### src/rtl/instr_encoder_pkg.sv
// Shared definitions for the instruction encoder: opcodes, format classes,
// error codes, FSM states and an opcode-to-format helper.
package instr_encoder_pkg;

   // Opcodes accepted by the encoder (same values the CPU control decoder uses)
   localparam logic [5:0] OP_ADD  = 6'h20;
   localparam logic [5:0] OP_SUB  = 6'h22;
   localparam logic [5:0] OP_OR   = 6'h25;
   localparam logic [5:0] OP_LW   = 6'h23;
   localparam logic [5:0] OP_SW   = 6'h2B;
   localparam logic [5:0] OP_ADDI = 6'h08;
   localparam logic [5:0] OP_BEQ  = 6'h04;
   localparam logic [5:0] OP_J    = 6'h02;

   // Error codes reported on o_err
   localparam logic [1:0] ERR_NONE    = 2'b00;
   localparam logic [1:0] ERR_ILLEGAL = 2'b01;
   localparam logic [1:0] ERR_IMM     = 2'b10;
   localparam logic [1:0] ERR_OVF     = 2'b11;

   typedef enum logic [1:0] {
      FMT_R,
      FMT_I,
      FMT_J,
      FMT_BAD
   } fmt_e;

   typedef enum logic [1:0] {
      ST_IDLE,
      ST_RUN,
      ST_DONE,
      ST_ERR
   } state_e;

   // Classify an opcode into its encoding format; unknown opcodes map to FMT_BAD
   function automatic fmt_e fmtOf(input logic [5:0] op);
      fmt_e fmt;
      case (op)
         OP_ADD, OP_SUB, OP_OR:            fmt = FMT_R;
         OP_LW, OP_SW, OP_ADDI, OP_BEQ:    fmt = FMT_I;
         OP_J:                             fmt = FMT_J;
         default:                          fmt = FMT_BAD;
      endcase
      return fmt;
   endfunction

endpackage

### src/rtl/instr_encoder_if.sv
// Host-side stream and imem write-port bundle for the instruction encoder.
// The host drives the master side; the encoder uses the slave side.
interface instr_encoder_if #(parameter int ADDR_W = 8);

   logic              i_start;
   logic              i_valid;
   logic              o_ready;
   logic [5:0]        i_op;
   logic [2:0]        i_rs;
   logic [2:0]        i_rt;
   logic [2:0]        i_rd;
   logic [9:0]        i_imm;
   logic              i_last;
   logic              o_memWe;
   logic [ADDR_W-1:0] o_memAddr;
   logic [15:0]       o_memData;
   logic              o_busy;
   logic              o_done;
   logic [1:0]        o_err;
   logic [ADDR_W:0]   o_count;

   modport master (
      output i_start, i_valid, i_op, i_rs, i_rt, i_rd, i_imm, i_last,
      input  o_ready, o_memWe, o_memAddr, o_memData, o_busy, o_done, o_err, o_count
   );

   modport slave (
      input  i_start, i_valid, i_op, i_rs, i_rt, i_rd, i_imm, i_last,
      output o_ready, o_memWe, o_memAddr, o_memData, o_busy, o_done, o_err, o_count
   );

endinterface

### src/rtl/instr_encoder_field_packer.sv
// Combinational packer: turns an opcode plus register/immediate fields into a
// 16-bit instruction word and flags illegal opcodes and out-of-range immediates.
module instr_field_packer
   import instr_encoder_pkg::*;
(
   input  logic [5:0]  op_i,
   input  logic [2:0]  rs_i,
   input  logic [2:0]  rt_i,
   input  logic [2:0]  rd_i,
   input  logic [9:0]  imm_i,
   output logic [15:0] word_o,
   output logic        isLegal_o,
   output logic        immOk_o
);

   // Pack by format; I-type immediates must sign-extend cleanly from 4 bits
   always_comb begin
      word_o    = '0;
      isLegal_o = 1'b1;
      immOk_o   = 1'b1;
      case (fmtOf(op_i))
         FMT_R: word_o = {op_i, rs_i, rt_i, rd_i, 1'b0};
         FMT_I: begin
            word_o  = {op_i, rs_i, rt_i, imm_i[3:0]};
            immOk_o = (imm_i[9:4] == {6{imm_i[3]}});
         end
         FMT_J: word_o = {op_i, imm_i};
         default: isLegal_o = 1'b0;
      endcase
   end

endmodule

### src/rtl/instr_encoder.sv
// Instruction encoder/loader: accepts symbolic instructions on a valid/ready
// stream, packs them into 16-bit words and writes them sequentially to imem.
module instr_encoder
   import instr_encoder_pkg::*;
#(
   parameter int ADDR_W = 8
)
(
   input  logic            i_clk,
   input  logic            i_rst_n,
   instr_encoder_if.slave  bus
);

   localparam logic [ADDR_W-1:0] PTR_MAX = '1;

   logic [1:0]        rstSync_q;
   logic              rstN;

   state_e            state_q, state_d;
   logic [ADDR_W-1:0] wrPtr_q, wrPtr_d;
   logic [ADDR_W:0]   count_q, count_d;
   logic              memWe_q, memWe_d;
   logic [ADDR_W-1:0] memAddr_q, memAddr_d;
   logic [15:0]       memData_q, memData_d;
   logic [1:0]        err_q, err_d;

   logic [15:0]       packedWord;
   logic              isLegal;
   logic              immOk;
   logic              accept;

   instr_field_packer u_packer (
      .op_i      (bus.i_op),
      .rs_i      (bus.i_rs),
      .rt_i      (bus.i_rt),
      .rd_i      (bus.i_rd),
      .imm_i     (bus.i_imm),
      .word_o    (packedWord),
      .isLegal_o (isLegal),
      .immOk_o   (immOk)
   );

   // Reset asserts immediately but releases only after two clean clock edges
   always_ff @(posedge i_clk or negedge i_rst_n) begin
      if (!i_rst_n) begin
         rstSync_q <= 2'b00;
      end else begin
         rstSync_q <= {rstSync_q[0], 1'b1};
      end
   end

   assign rstN   = rstSync_q[1];
   assign accept = bus.i_valid && (state_q == ST_RUN);

   // State, pointer and output registers
   always_ff @(posedge i_clk or negedge rstN) begin
      if (!rstN) begin
         state_q   <= ST_IDLE;
         wrPtr_q   <= '0;
         count_q   <= '0;
         memWe_q   <= 1'b0;
         memAddr_q <= '0;
         memData_q <= '0;
         err_q     <= ERR_NONE;
      end else begin
         state_q   <= state_d;
         wrPtr_q   <= wrPtr_d;
         count_q   <= count_d;
         memWe_q   <= memWe_d;
         memAddr_q <= memAddr_d;
         memData_q <= memData_d;
         err_q     <= err_d;
      end
   end

   // Next state: start always wins, then an accepted word is checked and written
   always_comb begin
      state_d   = state_q;
      wrPtr_d   = wrPtr_q;
      count_d   = count_q;
      memWe_d   = 1'b0;
      memAddr_d = memAddr_q;
      memData_d = memData_q;
      err_d     = err_q;
      if (bus.i_start) begin
         state_d   = ST_RUN;
         wrPtr_d   = '0;
         count_d   = '0;
         memAddr_d = '0;
         memData_d = '0;
         err_d     = ERR_NONE;
      end else if (accept) begin
         if (!isLegal) begin
            state_d = ST_ERR;
            err_d   = ERR_ILLEGAL;
         end else if (!immOk) begin
            state_d = ST_ERR;
            err_d   = ERR_IMM;
         end else begin
            memWe_d   = 1'b1;
            memAddr_d = wrPtr_q;
            memData_d = packedWord;
            count_d   = count_q + 1'b1;
            if (wrPtr_q != PTR_MAX) begin
               wrPtr_d = wrPtr_q + 1'b1;
            end
            if (bus.i_last) begin
               state_d = ST_DONE;
            end else if (wrPtr_q == PTR_MAX) begin
               state_d = ST_ERR;
               err_d   = ERR_OVF;
            end
         end
      end
   end

   assign bus.o_ready   = (state_q == ST_RUN);
   assign bus.o_busy    = (state_q == ST_RUN);
   assign bus.o_done    = (state_q == ST_DONE);
   assign bus.o_memWe   = memWe_q;
   assign bus.o_memAddr = memAddr_q;
   assign bus.o_memData = memData_q;
   assign bus.o_err     = err_q;
   assign bus.o_count   = count_q;

endmodule
### src/flat_wrapper.sv
// flat-port wrapper written by rule: the top's interface ports become plain ports
module instr_encoder_flat import instr_encoder_pkg::*;
#(
   parameter int ADDR_W = 8
)
  (i_clk, i_rst_n, bus_i_start, bus_i_valid, bus_i_op, bus_i_rs, bus_i_rt, bus_i_rd, bus_i_imm, bus_i_last, bus_o_ready, bus_o_memWe, bus_o_memAddr, bus_o_memData, bus_o_busy, bus_o_done, bus_o_err, bus_o_count);
  instr_encoder_if #(.ADDR_W(ADDR_W)) bus_i ();
  input  logic i_clk;
  input  logic i_rst_n;
  input wire logic [$bits(bus_i.i_start)-1:0] bus_i_start;
  input wire logic [$bits(bus_i.i_valid)-1:0] bus_i_valid;
  input wire logic [$bits(bus_i.i_op)-1:0] bus_i_op;
  input wire logic [$bits(bus_i.i_rs)-1:0] bus_i_rs;
  input wire logic [$bits(bus_i.i_rt)-1:0] bus_i_rt;
  input wire logic [$bits(bus_i.i_rd)-1:0] bus_i_rd;
  input wire logic [$bits(bus_i.i_imm)-1:0] bus_i_imm;
  input wire logic [$bits(bus_i.i_last)-1:0] bus_i_last;
  output wire logic [$bits(bus_i.o_ready)-1:0] bus_o_ready;
  output wire logic [$bits(bus_i.o_memWe)-1:0] bus_o_memWe;
  output wire logic [$bits(bus_i.o_memAddr)-1:0] bus_o_memAddr;
  output wire logic [$bits(bus_i.o_memData)-1:0] bus_o_memData;
  output wire logic [$bits(bus_i.o_busy)-1:0] bus_o_busy;
  output wire logic [$bits(bus_i.o_done)-1:0] bus_o_done;
  output wire logic [$bits(bus_i.o_err)-1:0] bus_o_err;
  output wire logic [$bits(bus_i.o_count)-1:0] bus_o_count;
  assign bus_i.i_start = bus_i_start;
  assign bus_i.i_valid = bus_i_valid;
  assign bus_i.i_op = bus_i_op;
  assign bus_i.i_rs = bus_i_rs;
  assign bus_i.i_rt = bus_i_rt;
  assign bus_i.i_rd = bus_i_rd;
  assign bus_i.i_imm = bus_i_imm;
  assign bus_i.i_last = bus_i_last;
  assign bus_o_ready = bus_i.o_ready;
  assign bus_o_memWe = bus_i.o_memWe;
  assign bus_o_memAddr = bus_i.o_memAddr;
  assign bus_o_memData = bus_i.o_memData;
  assign bus_o_busy = bus_i.o_busy;
  assign bus_o_done = bus_i.o_done;
  assign bus_o_err = bus_i.o_err;
  assign bus_o_count = bus_i.o_count;
  instr_encoder #(.ADDR_W(ADDR_W)) u_core (.i_clk(i_clk), .i_rst_n(i_rst_n), .bus(bus_i));
endmodule
### config.mk
export PLATFORM = sky130hd
export DESIGN_NAME = instr_encoder_flat
export DESIGN_NICKNAME = d
export VERILOG_FILES = /design/src/rtl/instr_encoder_pkg.sv /design/src/rtl/instr_encoder_if.sv /design/src/rtl/instr_encoder_field_packer.sv /design/src/rtl/instr_encoder.sv /design/src/flat_wrapper.sv
export SDC_FILE = /design/constraint.sdc
export NUM_CORES = 1
export LEC_CHECK = 0
export ABC_AREA = 1
export BUFFER_PORTS_ARGS = -buffer_cell sky130_fd_sc_hd__buf_4
export CORE_MARGIN = 1
export CORE_UTILIZATION = 35
export DETAILED_ROUTE_END_ITERATION = 10
export PLACE_DENSITY = 0.57
export SYNTH_ARGS = -nofsm -noshare
export SYNTH_HDL_FRONTEND = slang
export SYNTH_SLANG_ARGS = --single-unit
### constraint.sdc
create_clock -name i_clk -period 2 [get_ports i_clk]
set_clock_uncertainty 0.05 [all_clocks]
set_input_delay 0.3 -clock i_clk [delete_from_list [all_inputs] [get_ports i_clk]]
set_output_delay 0.3 -clock i_clk [all_outputs]
set_load 0.05 [all_outputs]
# == Word level (Yosys, flattened, before mapping) ==
# Cells that the tools add are included.
# word_totals
input_bits,30
register_bits,48
output_inout_bits,39
wordCells,77
# op_classes
eq_ne,18
add_sub_neg,2
n_reduce_logical,13
n_mux,36
# ops
op,count
2-to-1 mux 8 bit,9
2-to-1 mux 16 bit,4
case mux 16 bit (3 select lines),1
2-to-1 mux 9 bit,4
equality test 6 bit (second input constant),5
2-to-1 mux 2 bit,11
adder 9 x 1 -> 9 bit (second input constant),1
adder 8 x 1 -> 8 bit (second input constant),1
equality test 8 bit (second input constant),1
!= test 4 bit (second input constant),2
!= test 8 bit (second input constant),1
nonzero test 2 bit,4
equality test 6 x 2 -> 1 bit (second input constant),1
equality test 6 x 3 -> 1 bit (second input constant),1
equality test 6 x 4 -> 1 bit (second input constant),1
equality test 6 bit,1
2-to-1 mux 1 bit,6
case mux 2 bit (3 select lines),1
AND reduction 3 bit,2
OR reduction 3 bit,2
!= test 5 bit (second input constant),1
equality test 2 x 1 -> 1 bit (second input constant),2
equality test 2 bit (second input constant),2
AND reduction 4 bit,1
4 further kinds,4

# == Longest topological paths before layout ==
# logic_depth
ltp_word,9
depth_mapped,14
depth_no_buf,13

# == By module ==
# Synthesis repeated with hierarchy kept, for this count alone.
# unflattened
hier_cells,355
hier_area_um2,2712.6
# modules_own_cells
mod,cells_each,n_inst,seq_area_each_um2,area_per_inst_um2
instr_encoder,273,1,1201.2,2227.1
instr_field_packer,82,1,0.0,485.5

# == Worst setup path before layout ==
# Ideal clock, no wire load.
# synth_path
path_type,register to register
start,register u_core.state_q[1]
end,register u_core.wrPtr_q[0]
path_buffers,1
slack_ns,-0.092
stages_incl_launch_ff,10
arrival_ns,1.924
synth_period_minus_slack_ns,2.092
setup_time_ns,0.118
path_cell_list,dfrtp_1 > nor2_1 > nand2_1 > inv_1 > nand2_4 > nor2_8 > buf_6 > nand2_4 > nand3_1 > nand2_1
# synth_via
elab_chain_len,4
# synth_rtl
item,line_no,text
"start, declared",instr_encoder.sv:19,"state_e state_q, state_d;"
"start signal, assigned",instr_encoder.sv:66,state_q <= state_d;
equality test 2 x 1 -> 1 bit,n/a,
net bus_o_busy,flat_wrapper.sv:22,output wire logic [$bits(bus_i.o_busy)-1:0] bus_o_busy;
logical AND 1 bit,instr_encoder.sv:53,assign accept = bus.i_valid && (state_q == ST_RUN);
nonzero test 2 bit (no line),n/a,
AND reduction 4 bit (no line),n/a,
"end signal, assigned",instr_encoder.sv:67,wrPtr_q <= wrPtr_d;
"end, declared",instr_encoder.sv:20,"logic [ADDR_W-1:0] wrPtr_q, wrPtr_d;"
# The timed path passes the listed nets, and every way through them passes these cells.
# A chain may end at the register's enable or synchronous reset.

# == Worst setup path after layout ==
# layout_path
start,register u_core.wrPtr_q[0]
end,register u_core.err_q[1] (netlist: u_core.bus.o_err[1])
# layout_via
elab_chain_len,3
# layout_rtl
item,line_no,text
equality test 8 bit,instr_encoder.sv:109,end else if (wrPtr_q == PTR_MAX) begin
!= test 4 bit (no line),n/a,
AND reduction 3 bit (no line),n/a,
"end signal, assigned",instr_encoder.sv:72,err_q <= err_d;
"end, declared",instr_encoder.sv:25,"logic [1:0] err_q, err_d;"
# No other way between the ends.

==> impl_metrics.json <==
{
  "cpMostUsedCell": "nand2_1",
  "slew_headroom_pct": 64.4,
  "hold_violations": 0,
  "synth.cells.most_frequent": "124 x nand2_1, 48 x dfrtp_1, 25 x inv_1, 25 x nor2_1, 21 x nand3_1",
  "path_delay_family": "simple AND/OR/NAND/NOR gates",
  "clkLatencyLatePin_ns": 0.30,
  "root_buffer": "clkbuf_8",
  "vias_per_cell": 4.57,
  "yosysWarnings": 0,
  "initial_utilization_pct": 36.0,
  "postCtsResizedCells": 0,
  "placed_cell_area_um2": 3180,
  "clock_sinks": 48,
  "die_h_um": 88.1,
  "hpwl_um": 4540,
  "area_delta_synth_final_pct": 26.9,
  "wire_per_inst_um": 12.1,
  "track_usage_pct": 16.6,
  "antenna_found_initial": 0,
  "min_period_ns": 1.73,
  "period_share_pct": 86.4,
  "grt_pass1_wl_um": 9960,
  "hold-worst-slack_ns": 0.206,
  "ioPinCount": 69,
  "drtPass1Iterations": 4,
  "drc": 0,
  "synth.largest_area_cell": "dfrtp_1",
  "synthArstFlopShare_pct": 100,
  "drv_cap": 0,
  "dp_slack_ns": 0.0556,
  "grt_pass1_vias": 2141,
  "r2r_slack_ns": 0.27,
  "yosysMostFrequentCell": "nand2_1",
  "hp-class": "reg -> async",
  "critPathKind": "reg -> reg",
  "die-area_um2": 7770,
  "drv_slew": 0,
  "fin_area_um2": 3300,
  "vdd.ir_drop.worst_v": 0.000448,
  "clkTransAtPathRegs_ns": 0.09,
  "max_freq_mhz": 579,
  "nets": 429,
  "numCtsBuffers": 5,
  "grt_overflow_total": 0,
  "setup-violations-final": 0,
  "worstMarginPinSlew_ns": 0.535,
  "required_ns": 2.14,
  "r2r-end": "u_core.bus.o_err[1]",
  "synth_top_flop_cell": "dfrtp_1",
  "postCtsSetupRepairBufs": 0,
  "max_stage_delay_ns": 0.42,
  "syn-num-nets": 361,
  "setup_ws_ns": 0.273,
  "slowest_stage": "dfrtp_1",
  "cts-htree-levels": 2,
  "path_max_fanout": 5,
  "critPathCaptureType": "flop",
  "insertedDiodeCount": 0,
  "syn_inst": 329,
  "synth_edf_count": 0,
  "num_rows": 31,
  "critPathBufInv": 0,
  "vias": 2270,
  "fin_tns_setup_ns": 0,
  "rsz0062_at_grt": "false",
  "synth_seq_cells": 48,
  "syn_area_um2": 2600,
  "grt_max_degree": 36,
  "cts_tree": "done",
  "yosys.area.top_type_share_pct": 46.2,
  "ant_nets": 0,
  "synth_area_leaders": "dfrtp_1 46%, nand2_1 18%, nand3_1 4.0%, inv_1 3.6%, nor2_1 3.6%",
  "p_total_mw": 1.98,
  "power_density_nw_per_um2": 601,
  "critPathLaunchType": "flop",
  "core_area_um2": 7210,
  "cp_cell_sequence": "ha_1 -> nand2_1 -> nor2_1 -> a21oi_1 -> o211ai_1 -> nand2_1 -> nand2_1 -> nand2_1",
  "synth.yosys.seq_area_share_pct": 46.2,
  "gp_congestion": 0.870,
  "arrival_ns": 1.87,
  "status": "completed",
  "yosysUniqueCellTypes": 32,
  "die_w_um": 88.1,
  "portBuffers": 68,
  "r2r-start": "u_core.wrPtr_q[0]",
  "syn_area_per_cell_um2": 7.90,
  "p_leak_nw": 1.86,
  "drt_iter0_drc": 77,
  "clock_path_buffers": 2,
  "drt_wl_total_um": 6030,
  "drive_gt1_share_pct": 24.9,
  "reg2reg_depth": 8
}
[area by class of cell]
cell class / count / area, µm²
clock buffers: 6 / 72.6
clock inverters: 2 / 35.0
fillers: 754 / 3920
inverters: 30 / 115
multi-input cells: 240 / 1190
flip-flops and latches: 48 / 1200
well taps: 99 / 124
repair buffers: 72 / 556
[sequential cells by signal, indices dropped and copies added, names as in the netlist]
| signal | count |
|---|---|
| u_core.wrPtr_q | 8 |
| u_core.rstSync_q | 2 |
| u_core.bus.o_count | 9 |
| u_core.bus.o_memWe | 1 |
| u_core.bus.o_err | 2 |
| u_core.bus.o_memAddr | 8 |
| u_core.bus.o_memData | 16 |
| u_core.state_q | 2 |
[metal layers]
metal,global-route usage (%),vias up,part of all wire (%)
met5,0,-,0
met4,4.55,0,1.5
met3,3.20,8,3.8
met2,26.8,55,45
met1,22.9,1026,49
li1,-,1181,-
[worst max path at each step]
stage,startpoint,end,depth (start not counted)
6_report,u_core.wrPtr_q[0],u_core.bus.o_err[1],8
5_1_grt,u_core.wrPtr_q[0],u_core.bus.o_err[0],8
4_1_cts,u_core.wrPtr_q[0],u_core.bus.o_err[1],8
3_5_place_dp,bus_i_op[3],u_core.bus.o_memData[9],14
3_3_place_gp,bus_i_op[3],u_core.bus.o_memData[9],14
2_1_floorplan,u_core.state_q[1],u_core.wrPtr_q[0],9
[power by group]
group | total (mW) | switching [mW] | internal, mW
sequential | 1.00 | 0.0195 | 0.984
combinational | 0.278 | 0.180 | 0.0980
clock | 0.700 | 0.329 | 0.372
total | 1.98 | 0.529 | 1.45
[cell families after synthesis]
family | Yosys count | share of synthesized area, %
compound gates | 31 | 6.50
other cells | 1 | 0.144
xor+xnor | 9 | 3.03
fa+ha+maj | 2 | 0.963
flops | 48 | 46.2
simple gates | 197 | 35.2
buf+inv | 41 | 7.95
[stage by stage]
step	util, %	instances
floorplan	-	329
global placement	44.1	488
detailed placement	44.1	488
CTS	45.7	497
global route	45.7	497
finish	45.7	497
[cell usage in the layout (no fill, tap or decap), types with 6 or more instances in the layout]
cell     count
buf_4       70
dfrtp_1     47
inv_1       25
nand2_1    124
nand2_4      6
nand3_1     21
nand4_1     10
nor2_1      24
o21ai_0     10
o21ai_1     14
xor2_1       7
[what timing repair did]
item / in CTS / in global routing
endpoints found under the setup margin: 0 / 0
hold buffers: 1 / 0
endpoints found under the hold margin: 2 / 0
(Power assumes the default switching activity.)
